<file path="src/rtl/key_debouncer_pkg.sv">
// Shared definitions for the push-button debouncer: channel FSM encodings and default debounce lengths.
// Latency: n/a (declarations only).
// Backpressure: n/a.
package key_debouncer_pkg;

    typedef enum logic [1:0] {
        ST_RELEASED     = 2'd0,
        ST_PRESS_PEND   = 2'd1,
        ST_HELD         = 2'd2,
        ST_RELEASE_PEND = 2'd3
    } key_state_e;

    // Sim uses a short window; the board value is 10 ms at 50 MHz.
    localparam int DB_CYCLES_SIM   = 16;
    localparam int DB_CYCLES_BOARD = 500_000;
    localparam int CNT_W_DEFAULT   = 20;

endpackage

</file>
<file path="src/rtl/key_debounce_chan.sv">
// One key channel: 2-flop synchroniser, debounce FSM, optional auto-repeat (KEY_REPEAT_EN).
// Latency: 2 + DB_CYCLES cycles from a clean raw edge to the registered pulse/level.
// Backpressure: none; pulses are single-cycle and unconditional.
module key_debounce_chan
    import key_debouncer_pkg::*;
#(
    parameter int DB_CYCLES    = DB_CYCLES_SIM,
    parameter int CNT_W        = CNT_W_DEFAULT,
    parameter int REPEAT_DELAY = 1024,
    parameter int REPEAT_RATE  = 256
) (
    input  logic clk_i,
    input  logic rst_n_i,
    input  logic key_raw_n_i,
    output logic pressed_o,
    output logic press_p_o,
    output logic release_p_o
);

    localparam logic [CNT_W-1:0] DB_LAST = CNT_W'(DB_CYCLES - 1);

    logic             sync1_q, sync2_q;
    key_state_e       state_q, state_d;
    logic [CNT_W-1:0] cnt_q, cnt_d;
    logic             pressed_q, pressed_d;
    logic             press_p_q, press_p_d;
    logic             release_p_q, release_p_d;
    logic             key_dn;

`ifdef KEY_REPEAT_EN
    localparam logic [CNT_W-1:0] REP_FIRST    = CNT_W'(REPEAT_DELAY);
    localparam logic [CNT_W-1:0] REP_FIRST_M1 = CNT_W'(REPEAT_DELAY - 1);
    localparam logic [CNT_W-1:0] REP_RATE_M1  = CNT_W'(REPEAT_RATE - 1);

    logic [CNT_W-1:0] hold_q, hold_d;
    logic [CNT_W-1:0] rate_q, rate_d;
    logic             rep_fire;
`endif

    assign key_dn = ~sync2_q;

    always_comb begin
        state_d     = state_q;
        cnt_d       = cnt_q;
        pressed_d   = pressed_q;
        press_p_d   = 1'b0;
        release_p_d = 1'b0;

        case (state_q)
            ST_RELEASED: begin
                if (key_dn) begin
                    state_d = ST_PRESS_PEND;
                    cnt_d   = CNT_W'(1);
                end
            end
            ST_PRESS_PEND: begin
                if (!key_dn) begin
                    state_d = ST_RELEASED;
                    cnt_d   = '0;
                end else if (cnt_q == DB_LAST) begin
                    state_d   = ST_HELD;
                    cnt_d     = '0;
                    pressed_d = 1'b1;
                    press_p_d = 1'b1;
                end else begin
                    cnt_d = cnt_q + CNT_W'(1);
                end
            end
            ST_HELD: begin
                if (!key_dn) begin
                    state_d = ST_RELEASE_PEND;
                    cnt_d   = CNT_W'(1);
                end
            end
            ST_RELEASE_PEND: begin
                if (key_dn) begin
                    state_d = ST_HELD;
                    cnt_d   = '0;
                end else if (cnt_q == DB_LAST) begin
                    state_d     = ST_RELEASED;
                    cnt_d       = '0;
                    pressed_d   = 1'b0;
                    release_p_d = 1'b1;
                end else begin
                    cnt_d = cnt_q + CNT_W'(1);
                end
            end
            default: begin
                state_d = ST_RELEASED;
                cnt_d   = '0;
            end
        endcase

`ifdef KEY_REPEAT_EN
        // Hold time is frozen while a release is pending so a bounce back to HELD resumes the count.
        hold_d   = hold_q;
        rate_d   = rate_q;
        rep_fire = 1'b0;
        if (state_q == ST_RELEASED || state_q == ST_PRESS_PEND) begin
            hold_d = '0;
            rate_d = '0;
        end else if (state_q == ST_HELD && key_dn) begin
            if (hold_q != '1) begin
                hold_d = hold_q + CNT_W'(1);
            end
            if (hold_q == REP_FIRST_M1) begin
                rep_fire = 1'b1;
                rate_d   = '0;
            end else if (hold_q >= REP_FIRST) begin
                if (rate_q == REP_RATE_M1) begin
                    rep_fire = 1'b1;
                    rate_d   = '0;
                end else begin
                    rate_d = rate_q + CNT_W'(1);
                end
            end
        end
        press_p_d = press_p_d | rep_fire;
`endif
    end

    always_ff @(posedge clk_i) begin
        if (!rst_n_i) begin
            sync1_q     <= 1'b1;
            sync2_q     <= 1'b1;
            state_q     <= ST_RELEASED;
            cnt_q       <= '0;
            pressed_q   <= 1'b0;
            press_p_q   <= 1'b0;
            release_p_q <= 1'b0;
`ifdef KEY_REPEAT_EN
            hold_q      <= '0;
            rate_q      <= '0;
`endif
        end else begin
            sync1_q     <= key_raw_n_i;
            sync2_q     <= sync1_q;
            state_q     <= state_d;
            cnt_q       <= cnt_d;
            pressed_q   <= pressed_d;
            press_p_q   <= press_p_d;
            release_p_q <= release_p_d;
`ifdef KEY_REPEAT_EN
            hold_q      <= hold_d;
            rate_q      <= rate_d;
`endif
        end
    end

    assign pressed_o   = pressed_q;
    assign press_p_o   = press_p_q;
    assign release_p_o = release_p_q;

endmodule

</file>
<file path="src/rtl/key_debouncer.sv">
// Push-button receive block: NUM_KEYS independent debounce channels; auto-repeat under KEY_REPEAT_EN.
// Latency: 2 + DB_CYCLES cycles from clean raw edge to pressed/press_p/release_p.
// Backpressure: none; outputs are levels and single-cycle pulses.
module key_debouncer
    import key_debouncer_pkg::*;
#(
    parameter int NUM_KEYS     = 2,
    parameter int DB_CYCLES    = DB_CYCLES_SIM,
    parameter int CNT_W        = CNT_W_DEFAULT,
    parameter int REPEAT_DELAY = 1024,
    parameter int REPEAT_RATE  = 256
) (
    input  logic                CLOCK_50,
    input  logic                reset_n,
    input  logic [NUM_KEYS-1:0] key_raw_n,
    output logic [NUM_KEYS-1:0] pressed,
    output logic [NUM_KEYS-1:0] press_p,
    output logic [NUM_KEYS-1:0] release_p
);

    for (genvar i = 0; i < NUM_KEYS; i++) begin : g_chan
        key_debounce_chan #(
            .DB_CYCLES    (DB_CYCLES),
            .CNT_W        (CNT_W),
            .REPEAT_DELAY (REPEAT_DELAY),
            .REPEAT_RATE  (REPEAT_RATE)
        ) u_chan (
            .clk_i       (CLOCK_50),
            .rst_n_i     (reset_n),
            .key_raw_n_i (key_raw_n[i]),
            .pressed_o   (pressed[i]),
            .press_p_o   (press_p[i]),
            .release_p_o (release_p[i])
        );
    end

endmodule

</file>
<file path="config.mk">
export PLATFORM = sky130hd
export DESIGN_NAME = key_debouncer
export DESIGN_NICKNAME = d
export VERILOG_FILES = /design/src/rtl/key_debouncer_pkg.sv /design/src/rtl/key_debounce_chan.sv /design/src/rtl/key_debouncer.sv
export SDC_FILE = /design/constraint.sdc
export NUM_CORES = 1
export LEC_CHECK = 0
export BUFFER_PORTS_ARGS = -buffer_cell sky130_fd_sc_hd__buf_2
export CAP_MARGIN = 20
export CORE_UTILIZATION = 40
export DETAILED_ROUTE_END_ITERATION = 12
export PLACE_DENSITY = 0.61
export SLEW_MARGIN = 5
export SYNTH_ARGS = -nofsm -noshare
export SYNTH_HDL_FRONTEND = slang
export SYNTH_SLANG_ARGS = --single-unit
</file>
<file path="constraint.sdc">
create_clock -name CLOCK_50 -period 6.16 [get_ports CLOCK_50]
set_clock_uncertainty 0.1 [all_clocks]
set_input_delay 0.924 -clock CLOCK_50 [delete_from_list [all_inputs] [get_ports CLOCK_50]]
set_output_delay 0.924 -clock CLOCK_50 [all_outputs]
set_load 0.02 [all_outputs]
</file>
==> impl_metrics.prom <==
# TYPE chip_impl_metric gauge
chip_impl_info{name="outcome",value="completed"} 1
chip_impl_metric{name="drive_above_1_share",unit="%"} 9.494
chip_impl_metric{name="placeableCoreArea",unit="µm²"} 6350
chip_impl_info{name="mostFrequentLayoutCell",value="dfxtp_1"} 1
chip_impl_metric{name="synth_cells",unit=""} 316
chip_impl_metric{name="drt_pass1_iterations",unit=""} 4
chip_impl_metric{name="drt_iter0_markers",unit=""} 96
chip_impl_info{name="ys.flop_type",value="dfxtp_1"} 1
chip_impl_info{name="cts_tree",value="yes"} 1
chip_impl_metric{name="numClockSinks",unit=""} 54
chip_impl_metric{name="seqCellArea",unit="µm²"} 1081
chip_impl_metric{name="worst-slew-pin-transition",unit="ns"} 0.9437
chip_impl_metric{name="buffer_ports.inserted",unit=""} 9
chip_impl_metric{name="post_synth_and_or_nand_nor_area_fraction",unit="%"} 29.44
chip_impl_metric{name="maximum_number_of_pins_on_one_net_before_global_route_repair",unit=""} 30
chip_impl_metric{name="multi_input_gate_area_in_the_final_layout",unit="µm²"} 1401
chip_impl_metric{name="ff2ff_setup_slack",unit="ns"} 3.68
chip_impl_metric{name="clockBufferDepth",unit=""} 2
chip_impl_info{name="end_kind",value="flop"} 1
chip_impl_metric{name="gpl.final_weighted_congestion",unit=""} 0.8108
chip_impl_metric{name="synth_compound_gate_area_share",unit="%"} 17.34
chip_impl_metric{name="io_pins",unit=""} 10
chip_impl_metric{name="fin_worst_hold_slack",unit="ns"} 0.3213
chip_impl_metric{name="clk-insertion-delay-late",unit="ns"} 0.31
chip_impl_metric{name="die-width",unit="µm"} 83.03
chip_impl_metric{name="finalCritPeriodShare",unit="%"} 40.32
chip_impl_metric{name="fillCellCount",unit=""} 626
chip_impl_metric{name="synth_edf_count",unit=""} 0
chip_impl_metric{name="post-cts-setup-buffers",unit=""} 0
chip_impl_metric{name="power_density",unit="nW/µm²"} 222.9
chip_impl_metric{name="power_consumption",unit="W"} 0.0006199
chip_impl_metric{name="ctsHtreeMaxLevel",unit=""} 2
chip_impl_info{name="clk_root_buffer_cell",value="clkbuf_8"} 1
chip_impl_metric{name="rows",unit=""} 29
chip_impl_metric{name="num-nets-final",unit=""} 322
chip_impl_metric{name="grt_pass1_vias",unit=""} 2017
chip_impl_metric{name="detail_route.vias_per_cell",unit=""} 5.646
chip_impl_metric{name="worst_hold_path.num_cells",unit=""} 1
chip_impl_metric{name="wire_length_of_the_first_global_routing_pass",unit="mm"} 8.976
chip_impl_metric{name="r2r.worst_path.cells",unit=""} 5
chip_impl_metric{name="drtAntennaViolNets",unit=""} 0
chip_impl_metric{name="vertical_extent_of_the_die",unit="µm"} 83.03
chip_impl_info{name="synth_top_family_by_area",value="simple AND/OR/NAND/NOR gates"} 1
chip_impl_info{name="grt_setup_unrepaired",value="no"} 1
chip_impl_metric{name="synthesis.area_per_instance",unit="µm²"} 8.311
chip_impl_metric{name="cp_data_arrival_time",unit="ns"} 2.58
chip_impl_metric{name="initial_antenna_violation_count",unit=""} 0
chip_impl_metric{name="async_reset_ff_share",unit="%"} 0
chip_impl_metric{name="cts-buffers-inserted",unit=""} 5
chip_impl_info{name="critical_path.startpoint_type",value="flop"} 1
chip_impl_metric{name="syn-num-nets",unit=""} 322
chip_impl_metric{name="layout-area-overhead-vs-synth",unit="%"} 5.908
chip_impl_metric{name="synth_area",unit="µm²"} 2626
chip_impl_metric{name="clkTransAtPathRegs",unit="ns"} 0.09
chip_impl_metric{name="finalWorstPathRequiredPeriod",unit="ns"} 2.484
chip_impl_metric{name="synthMuxAreaShare",unit="%"} 1.143
chip_impl_metric{name="seq_area_frac_synth",unit="%"} 41.16
chip_impl_metric{name="slew_violations",unit=""} 0
chip_impl_metric{name="wl_per_cell",unit="µm"} 13.48
chip_impl_metric{name="preCtsSetupSlack",unit="ns"} 3.328
chip_impl_metric{name="setup_viol",unit=""} 0
chip_impl_info{name="critical_path_class",value="flop to flop"} 1
chip_impl_metric{name="synth_cell_types",unit=""} 44
chip_impl_metric{name="setup_tns",unit="ns"} 0
chip_impl_metric{name="critPathMaxFanout",unit=""} 16
chip_impl_metric{name="worst_ir_drop_vdd",unit="mV"} 0.1413
chip_impl_metric{name="total_drc_errors_in_the_routed_layout",unit=""} 0
chip_impl_metric{name="worst_slew_margin_rel",unit="%"} 36.60
chip_impl_metric{name="overflow",unit=""} 0
chip_impl_metric{name="die-area",unit="µm²"} 6894
chip_impl_metric{name="p_leak",unit="nW"} 0.9164
chip_impl_metric{name="yosys_warnings",unit=""} 0
chip_impl_metric{name="postCtsHoldBufs",unit=""} 0
chip_impl_metric{name="worst_slack",unit="ns"} 3.676
chip_impl_metric{name="cts_resized",unit=""} 0
chip_impl_info{name="hold_end",value="g_chan[0].u_chan.sync2_q"} 1
chip_impl_metric{name="dpl.hpwl",unit="mm"} 3.663
chip_impl_metric{name="hold_viol",unit=""} 0
chip_impl_metric{name="effective_utilization_at_floorplan",unit="%"} 41.36
chip_impl_metric{name="vias",unit=""} 2219
chip_impl_metric{name="drt_wl_total",unit="mm"} 5.298
chip_impl_metric{name="drv.max_cap_violation_count",unit=""} 0
chip_impl_metric{name="synth.ff_latch_count",unit=""} 54
chip_impl_info{name="hold_path_class",value="flop to flop"} 1
chip_impl_metric{name="post_synth_xor_area_fraction",unit="%"} 4.335
chip_impl_info{name="rr_endpoint",value="g_chan[1].u_chan.cnt_q[18]"} 1
chip_impl_info{name="holdCritStartpoint",value="g_chan[0].u_chan.sync1_q"} 1
chip_impl_info{name="timing.rr.start",value="g_chan[1].u_chan.cnt_q[7]"} 1
chip_impl_metric{name="synth_fa_ha_area_share",unit="%"} 0.9528
chip_impl_info{name="most-common-layout-cells",value="54 x dfxtp_1, 37 x nand2_1, 28 x nor2_1, 19 x nand3_1, 19 x a31oi_1"} 1
chip_impl_metric{name="achievable-frequency",unit="MHz"} 402.6
chip_impl_metric{name="critical_path_required",unit="ns"} 6.25
chip_impl_metric{name="grt_util_all_layers",unit="%"} 15.73
chip_impl_metric{name="antennaDiodeCount",unit=""} 0
[worst max-delay path, stage by stage (launching register included)]
cell     delay, ns
dfxtp_1       0.37
or4_1         0.56
or4_4         0.51
o21ba_1       0.42
o21ai_4       0.34
nor2_1        0.08
[synth_stat cells (4+ instances only)]
master,number,area share (%)
a21oi_1,16,3.0
a22o_1,4,1.3
a31oi_1,19,4.5
a41oi_1,5,1.7
and3_1,8,1.9
buf_4,7,2.0
dfxtp_1,54,41
inv_1,8,1.1
nand2_1,37,5.3
nand2b_1,7,1.7
nand3_1,19,3.6
nand4_1,7,1.7
nor2_1,28,4.0
nor3_1,13,2.5
nor4_1,12,2.9
o21ai_0,10,1.9
or4_1,4,1.1
xnor2_1,12,4.0
[metal layers]
layer	vias to the layer above	track usage [%]	share of wire, %
li1	1152	-	-
met1	1031	19.76	49
met2	29	27.05	47
met3	7	3.579	2.5
met4	0	4.232	1.2
met5	-	0	0
[worst max-delay path by stage]
stage | startpoint | end | slack [ns] | depth (start not counted)
2_1_floorplan | g_chan[1].u_chan.cnt_q[7] | g_chan[1].u_chan.cnt_q[11] | 4.01 | 7
3_3_place_gp | reset_n | g_chan[0].u_chan.cnt_q[16] | 3.39 | 5
3_5_place_dp | reset_n | g_chan[0].u_chan.cnt_q[18] | 3.33 | 5
4_1_cts | flop | g_chan[0].u_chan.cnt_q[18] | 3.63 | 5
5_1_grt | reset_n | g_chan[0].u_chan.cnt_q[7] | 3.53 | 5
6_report | g_chan[1].u_chan.cnt_q[7] | g_chan[1].u_chan.cnt_q[18] | 3.68 | 5
[stage by stage]
step / cells / instance area, µm² / utilization, %
after floorplan: 316 / 2626 / -
after global placement: 385 / 2654 / 41.79
after detailed placement: 385 / 2654 / 41.79
after CTS: 392 / 2766 / 43.57
after global routing: 393 / 2781 / 43.80
final: 393 / 2781 / 43.80
[power by group]
part,internal (W),switching [W]
clock network,0.000130,0.000111
logic,0.00000773,0.0000155
registers,0.000352,0.00000309
total,0.000490,0.000130
[area by class of cell]
type | instances | area share [%]
clock buffers | 6 | 2.969
clock inverters | 1 | 1.080
inverters | 8 | 1.080
multi-input cells | 237 | 50.38
flip-flops and latches | 54 | 38.87
well taps | 77 | 3.464
repair buffers | 10 | 2.159
[sequential cells by signal, summed over array words and instances (netlist names), named ones only]
name	cells
g_chan.u_chan.sync1_q	2
g_chan.u_chan.sync2_q	2
g_chan.u_chan.cnt_q	40
g_chan.u_chan.pressed_o	2
g_chan.u_chan.press_p_o	2
g_chan.u_chan.state_q	2
g_chan.u_chan.release_p_o	2
[logic make-up after synthesis]
group           Yosys count
compound gates           68
buf+inv                  25
flops                    54
simple gates            151
xor+xnor                 13
mux                       3
fa+ha+maj                 2
(Power assumes the default switching activity.)
